### src/rtl/pci_target_controller.sv
`default_nettype none
// ============================================================================
// Module  : pci_target_controller
// Brief   : PCI-style memory target: decodes address phase, claims reads and
//           writes to NUM_DEV registers, serves single/burst data phases,
//           disconnects at the end of the window and performs turnaround.
// Rev     : 1.0  initial release
// ============================================================================
module pci_target_controller #(
  parameter int unsigned BASE_ADDR = 21,
  parameter int unsigned NUM_DEV   = 3
) (
  input  logic        clk,
  input  logic        rst,
  input  logic        frame_n,
  input  logic        irdy_n,
  input  logic [3:0]  cbe_n,
  input  logic [31:0] ad_in,
  output logic [31:0] ad_out,
  output logic        ad_oe,
  output logic        devsel_n,
  output logic        trdy_n,
  output logic        stop_n,
  output logic        ctl_oe,
  output logic [1:0]  dev_sel,
  output logic        busy
);

  localparam logic [2:0] S_IDLE      = 3'd0;
  localparam logic [2:0] S_BUSY_WAIT = 3'd1;
  localparam logic [2:0] S_RTURN     = 3'd2;
  localparam logic [2:0] S_RDATA     = 3'd3;
  localparam logic [2:0] S_WDATA     = 3'd4;
  localparam logic [2:0] S_DISC      = 3'd5;
  localparam logic [2:0] S_TAR       = 3'd6;

  localparam logic [3:0]  CMD_MEM_RD = 4'b0110;
  localparam logic [3:0]  CMD_MEM_WR = 4'b0111;
  localparam logic [31:0] ADDR_LO    = 32'(BASE_ADDR);
  localparam logic [31:0] ADDR_HI    = 32'(BASE_ADDR + NUM_DEV - 1);
  localparam logic [1:0]  NO_DEV     = 2'd3;
  localparam logic [2:0]  LAST_IDX   = 3'(NUM_DEV - 1);

  logic [2:0]  state_q, state_d;
  logic [1:0]  idx_q, idx_d;
  logic [31:0] regs_q [NUM_DEV];
  logic [31:0] regs_d [NUM_DEV];

  logic        addr_hit;
  logic [1:0]  addr_idx;
  logic        in_data;
  logic        abort;
  logic        xfer;
  logic [2:0]  next_idx;
  logic        next_in_range;

  // The window holds at most three devices, so the low two bits of the
  // difference are the full device index whenever the address hits.
  assign addr_hit      = (ad_in >= ADDR_LO) && (ad_in <= ADDR_HI);
  assign addr_idx      = ad_in[1:0] - ADDR_LO[1:0];
  assign in_data       = (state_q == S_RDATA) || (state_q == S_WDATA);
  assign abort         = frame_n && irdy_n;
  assign xfer          = in_data && !irdy_n;
  assign next_idx      = {1'b0, idx_q} + 3'd1;
  assign next_in_range = (next_idx <= LAST_IDX);

  // State register
  always_ff @(posedge clk) begin
    if (rst) begin
      state_q <= S_IDLE;
      idx_q   <= 2'd0;
      for (int d = 0; d < NUM_DEV; d++) begin
        regs_q[d] <= 32'd0;
      end
    end else begin
      state_q <= state_d;
      idx_q   <= idx_d;
      for (int d = 0; d < NUM_DEV; d++) begin
        regs_q[d] <= regs_d[d];
      end
    end
  end

  // Next-state logic
  always_comb begin
    state_d = state_q;
    idx_d   = idx_q;
    case (state_q)
      S_IDLE: begin
        if (!frame_n) begin
          if (addr_hit && (cbe_n == CMD_MEM_WR)) begin
            state_d = S_WDATA;
            idx_d   = addr_idx;
          end else if (addr_hit && (cbe_n == CMD_MEM_RD)) begin
            state_d = S_RTURN;
            idx_d   = addr_idx;
          end else begin
            state_d = S_BUSY_WAIT;
          end
        end
      end
      S_BUSY_WAIT: begin
        if (frame_n && irdy_n) begin
          state_d = S_IDLE;
        end
      end
      S_RTURN: begin
        state_d = abort ? S_TAR : S_RDATA;
      end
      S_RDATA, S_WDATA: begin
        if (abort) begin
          state_d = S_TAR;
        end else if (xfer) begin
          if (frame_n) begin
            state_d = S_TAR;
          end else if (next_in_range) begin
            idx_d = next_idx[1:0];
          end else begin
            state_d = S_DISC;
          end
        end
      end
      S_DISC: begin
        if (frame_n) begin
          state_d = S_TAR;
        end
      end
      S_TAR: begin
        state_d = S_IDLE;
      end
      default: begin
        state_d = S_IDLE;
      end
    endcase
  end

  // Register bank update with per-lane byte enables
  always_comb begin
    for (int d = 0; d < NUM_DEV; d++) begin
      regs_d[d] = regs_q[d];
    end
    if (xfer && (state_q == S_WDATA)) begin
      for (int k = 0; k < 4; k++) begin
        if (!cbe_n[k]) begin
          regs_d[idx_q][8*k +: 8] = ad_in[8*k +: 8];
        end
      end
    end
  end

  // Output logic
  always_comb begin
    ad_out   = 32'd0;
    ad_oe    = 1'b0;
    devsel_n = 1'b1;
    trdy_n   = 1'b1;
    stop_n   = 1'b1;
    ctl_oe   = 1'b0;
    dev_sel  = NO_DEV;
    busy     = (state_q != S_IDLE);
    case (state_q)
      S_RTURN: begin
        ctl_oe   = 1'b1;
        devsel_n = 1'b0;
        dev_sel  = idx_q;
      end
      S_RDATA: begin
        ctl_oe   = 1'b1;
        devsel_n = 1'b0;
        trdy_n   = 1'b0;
        ad_oe    = 1'b1;
        ad_out   = regs_q[idx_q];
        dev_sel  = idx_q;
      end
      S_WDATA: begin
        ctl_oe   = 1'b1;
        devsel_n = 1'b0;
        trdy_n   = 1'b0;
        dev_sel  = idx_q;
      end
      S_DISC: begin
        ctl_oe   = 1'b1;
        devsel_n = 1'b0;
        stop_n   = 1'b0;
        dev_sel  = idx_q;
      end
      S_TAR: begin
        ctl_oe   = 1'b1;
      end
      default: begin
      end
    endcase
  end

endmodule
`default_nettype wire

### config.mk
export PLATFORM = sky130hd
export DESIGN_NAME = pci_target_controller
export DESIGN_NICKNAME = d
export VERILOG_FILES = /design/src/rtl/pci_target_controller.sv
export SDC_FILE = /design/constraint.sdc
export NUM_CORES = 1
export LEC_CHECK = 0
export ABC_AREA = 1
export CAP_MARGIN = 40
export CORE_AREA = 2 2 100 102
export DETAILED_ROUTE_END_ITERATION = 10
export DIE_AREA = 0 0 102 104
export GPL_ROUTABILITY_DRIVEN = 1
export PLACE_DENSITY = 0.76
export REMOVE_ABC_BUFFERS = 1
export SLEW_MARGIN = 10
export SYNTH_ARGS = -nofsm -noshare
export SYNTH_HDL_FRONTEND = slang
export SYNTH_SLANG_ARGS = --single-unit
export TNS_END_PERCENT = 50
### constraint.sdc
create_clock -name clk -period 2.1 [get_ports clk]
set_input_delay 0.21 -clock clk [delete_from_list [all_inputs] [get_ports clk]]
set_output_delay 0.21 -clock clk [all_outputs]
set_load 0.05 [all_outputs]
======== Word-level counts from Yosys, hierarchy flattened ========
Memories as Yosys holds them, arrays and structs flattened. A register that Yosys moved wholly into a read port is not among the register bits.
Index checks and enable logic that the tools add are counted.
operators by class
  $lt $le $gt $ge ......................... 5
  muxes and demuxes ....................... 54
  add/subtract/negate cells ............... 2
  reductions and logical operators ........ 17
  eq/ne operators ......................... 18
  bitwise logic cells ..................... 4
operators by type and width
  operator             number
  $mux 96              8
  $bwmux 96            4
  $demux 32 s2         4
  $mux 32              5
  $ge 32x5->1 const B  1
  $le 32x5->1 const B  1
  $mux 3               9
  $mux 24              1
  $mux 2               11
  $mux 16              1
  $pmux 3 s5           1
  $ne 2x2->1 const B   5
  $eq 3x3->1 const B   3
  $eq 4x3->1 const B   2
  $mux 1               8
  $mux 8               1
  $logic_and 1x1->1    7
  $reduce_and 7->1     1
  $eq 3x2->1 const B   2
  $reduce_and 5->1     1
  $reduce_or 5->1      1
  $ne 2x1->1 const B   2
  $ne 4x4->1 const B   1
  $pmux 2 s2           1
  other kinds (17)     19
word-level totals
  input port bits ......................... 40
  bits in writable memories ............... 96
  memories kept ........................... 1
  flip-flop bits (word level) ............. 5
  output and inout bits ................... 40
  logic and storage cells ................. 103
memories
  memory  words  bits a word  rd ports  clocked after Yosys merged registers in  wr ports  line  source
  regs_q  3      32           4         1                                        3         46    logic [31:0] regs_q [NUM_DEV];

======== Longest topological paths before layout ========
  word-level depth ........................ 18
  gate-level depth with buffers ........... 12
  gate-level depth less buffers ........... 12

======== Worst setup path after synthesis ========
No wires, ideal clock.
  path kind ............................... reg-to-output
  from .................................... register state_q[1]
  to ...................................... output port dev_sel[0]
  path buffers ............................ 0
  required time ........................... 1,890 ps
  setup slack ............................. -298 ps
  cell stages (with the launch flop) ...... 7
  arrival time ............................ 2,188 ps
  cell sequence ........................... dfxtp_1 > nor2_1 > nand2_1 > nand2_1 > nor2_1 > inv_1 > nand2_1
between the ends
  longest elaborated chain between the ends .. 3
  elaborated cells on any way between the ends .. 6
  those cells by class .................... 4 x eq/ne; 1 x mux; 1 x reduce/logical
ends and longest elaborated chain
  what                                             line  source
  start: declaration                               44    logic [2:0] state_q, state_d;
  start signal: assignment                         76    state_q <= state_d;
  $eq 3x2->1 / $eq 3x3->1 (equally long branches)  161   case (state_q)
  $reduce_or 4->1 (no source line) *               --
  $mux 2 *                                         161
  end: declaration                                 25    output logic [1:0] dev_sel,
Every way passes the cells marked *; elsewhere a longest branch is shown, timed or not.

======== Worst setup path after layout ========
  from .................................... register state_q[2]
  to ...................................... output port ad_out[6]
between the ends
  longest elaborated chain between the ends .. 2
ends and longest elaborated chain
  what              line  source
  $eq 3x2->1        161
  $mux 32           161
  end: declaration  19    output logic [31:0] ad_out,
No other way between the ends.

==> reports/metrics.csv <==
metric,value,unit
min_to,regs_q[1][2],
cp.arrival,1780,ps
setup.worst_path.class,reg -> out,
synth_area,4777,sq um
start_util,50.03,%
grt_pass1_vias,4587,
root_buffer,clkbuf_8,
reg2reg_depth,9,
synthFlopType,dfxtp_1,
grt_max_degree,99,
vias,4773,
p_leak,2.448,nW
start_kind,register,
r2r_slack,290,ps
synthMuxAreaShare,0,%
syn_to_final_growth,23.78,%
final_cell_area,5913,sq um
syn_avg_cell_area,6.994,sq um
yosys-top-cells-count,"185 x nor2_1, 131 x o21ai_0, 103 x dfxtp_1",
std_cell_rows,36,
drt-total-wl,12780,microns
worst_ep_required_time,1890,ps
tightest_slew,498.2,ps
overflow,0,
yosysTopAreaCell,dfxtp_1,
syn-instance-count,683,
dpl.hpwl,8557,microns
clk_pin_slew,100,ps
setup_viol,0,
yosysSeqAreaShare,43.16,%
regToRegEndpoint,state_q[0],
synth_edf_count,0,
pin_count,80,
slew_violations,0,
hold_buffers,0,
synth_top_family_by_area,simple AND/OR/NAND/NOR gates,
rsz0062_at_grt,no,
worst-path-max-fanout,16,
hold_path_class,in -> reg,
cap_violations,0,
postRouteAntennaNets,0,
netlist_top_cells_area,"dfxtp_1 43%, nor2_1 15%, o21ai_0 14%, nand2_1 7.6%, a31oi_1 4.3%",
power,3.484,mW
end_kind,output pin,
dieHeight,104,microns
yosys.area_share.simple,28.13,%
yosysMostFrequentCell,nor2_1,
cts_made_buffers,9,
core,9549,sq um
yosysTopAreaCellShare,43.16,%
maxSlewHeadroom,66.73,%
synth_xor_area_share,0,%
synth_compound_area_share,21.32,%
htree_levels,3,
final_cell_count_no_fill,900,
viasPerCell,5.303,
placed_area,5704,sq um
final_hold_viol_count,0,
post_cts_buffers,0,
grt_usage,24.88,%
async_flop_share,0,%
fillCellCount,855,
die_w,102,microns
drive_above_1_share,13.56,%
max_freq,502.4,MHz
synth-seq-cells,103,
status,"finished, final reports clean",
synthDistinctLibCells,25,
grt_first_pass_wirelength,21440,microns
p_per_area,589.2,nW/um^2
min-delay-start,ad_in[2],
antenna_found_initial,0,
cts_tree,yes,
nets,807,
vdd_ir_drop_max,0.0003081,V
diodes,0,
die-area,10610,sq um
dp_cells,884,
skew,8.054,ps
wl_per_cell,14.20,microns
gp_congestion,0.8730,
clk_path_buf_depth,2,
drc,0,
synth-adder-area-share,1.310,%
hold_depth,3,
yosys_warnings,0,
fin_crit,1991,ps
clock_latency,370,ps
reg2reg_from,idx_q[0],
first_pass_iters,5,
numPortBuffers,79,
min_period_over_period,94.79,%
clkSinkCount,103,
drt_iter0_markers,292,
==> critical path, cell delays in order (launching register included) <==
cell and delay, ps:
dfxtp_2 370, inv_2 80, nand3_2 80, inv_2 100, buf_6 190, o21ai_0 100, a31oi_1 230, buf_4 250
==> flip-flops by register name (all words and copies together), names as in the netlist, named ones only <==
register  count
regs_q       96
state_q       3
idx_q         2
==> layer usage <==
metal | global-route usage, % | wire (microns)
met5 | 0 | 0
met4 | 10.10 | 264
met3 | 3.427 | 828
met2 | 39.99 | 6006
met1 | 33.38 | 5683
==> stage by stage <==
step	worst slack [ps]	hold slack, ps	TNS (ps)	util, %
5_1_grt	21.44	468.2	0	61.92
6_report	109.4	462.0	0	61.92
3_5_place_dp	129.9	493.2	0	59.74
2_1_floorplan	-329.6	279.1	-11140	-
4_1_cts	-62.20	450.7	-241.0	61.64
3_3_place_gp	230.4	479.9	0	59.74
==> area by class of cell <==
cell class,count,area (sq um),share of cell area (%)
clock buffers,10,137.6,2.328
clock inverters,6,45.04,0.7617
inverters,36,135.1,2.285
multi-input cells,512,2430,41.09
flip-flops and latches,103,2066,34.93
well taps,133,166.4,2.814
repair buffers,100,933.4,15.79
==> power breakdown <==
group / switching (mW) / leakage [nW] / internal [mW]
sequential: 0.00958 / 0.831 / 1.96
clock: 0.692 / 0.0849 / 0.468
combinational: 0.218 / 1.53 / 0.135
==> timing repair <==
action	4_1_cts	5_1_grt
resized for setup	1	11
setup endpoints to repair	6	33
gates cloned	0	0
==> worst max path at each step <==
stage           endpoint  slack [ps]  cells after the start        from
2_1_floorplan  ad_out[0]        -330                      5  state_q[2]
6_report       ad_out[6]         110                      7  state_q[2]
3_3_place_gp    idx_q[0]         230                     11    ad_in[0]
5_1_grt        ad_out[6]          20                      7  state_q[2]
3_5_place_dp    idx_q[1]         130                     11    ad_in[0]
4_1_cts        ad_out[8]         -60                      7  state_q[2]
==> cells by family after synthesis <==
logic type / Yosys count
buffers and inverters: 68
DFF: 103
adders and majority gates: 5
and+or+nand+nor: 315
AOI/OAI and AO/OA: 192
==> cell usage in the layout (no fill, tap or decap), drive strengths merged <==
| cell | n |
|---|---|
| buf | 59 |
| nand3 | 7 |
| or2 | 2 |
| dlygate4sd2 | 1 |
| a31oi | 33 |
| nor2 | 200 |
| clkdlybuf4s50 | 39 |
| clkinv | 4 |
| o21ai | 132 |
| dlymetal6s2s | 1 |
| clkinvlp | 3 |
| clkbuf | 10 |
| and2 | 1 |
| a21oi | 25 |
| dfxtp | 103 |
| nand2 | 102 |
| o21bai | 1 |
| o211ai | 1 |
| ha | 5 |
| inv | 35 |
| nand3b | 3 |
Power figures use the tool's default switching activity.
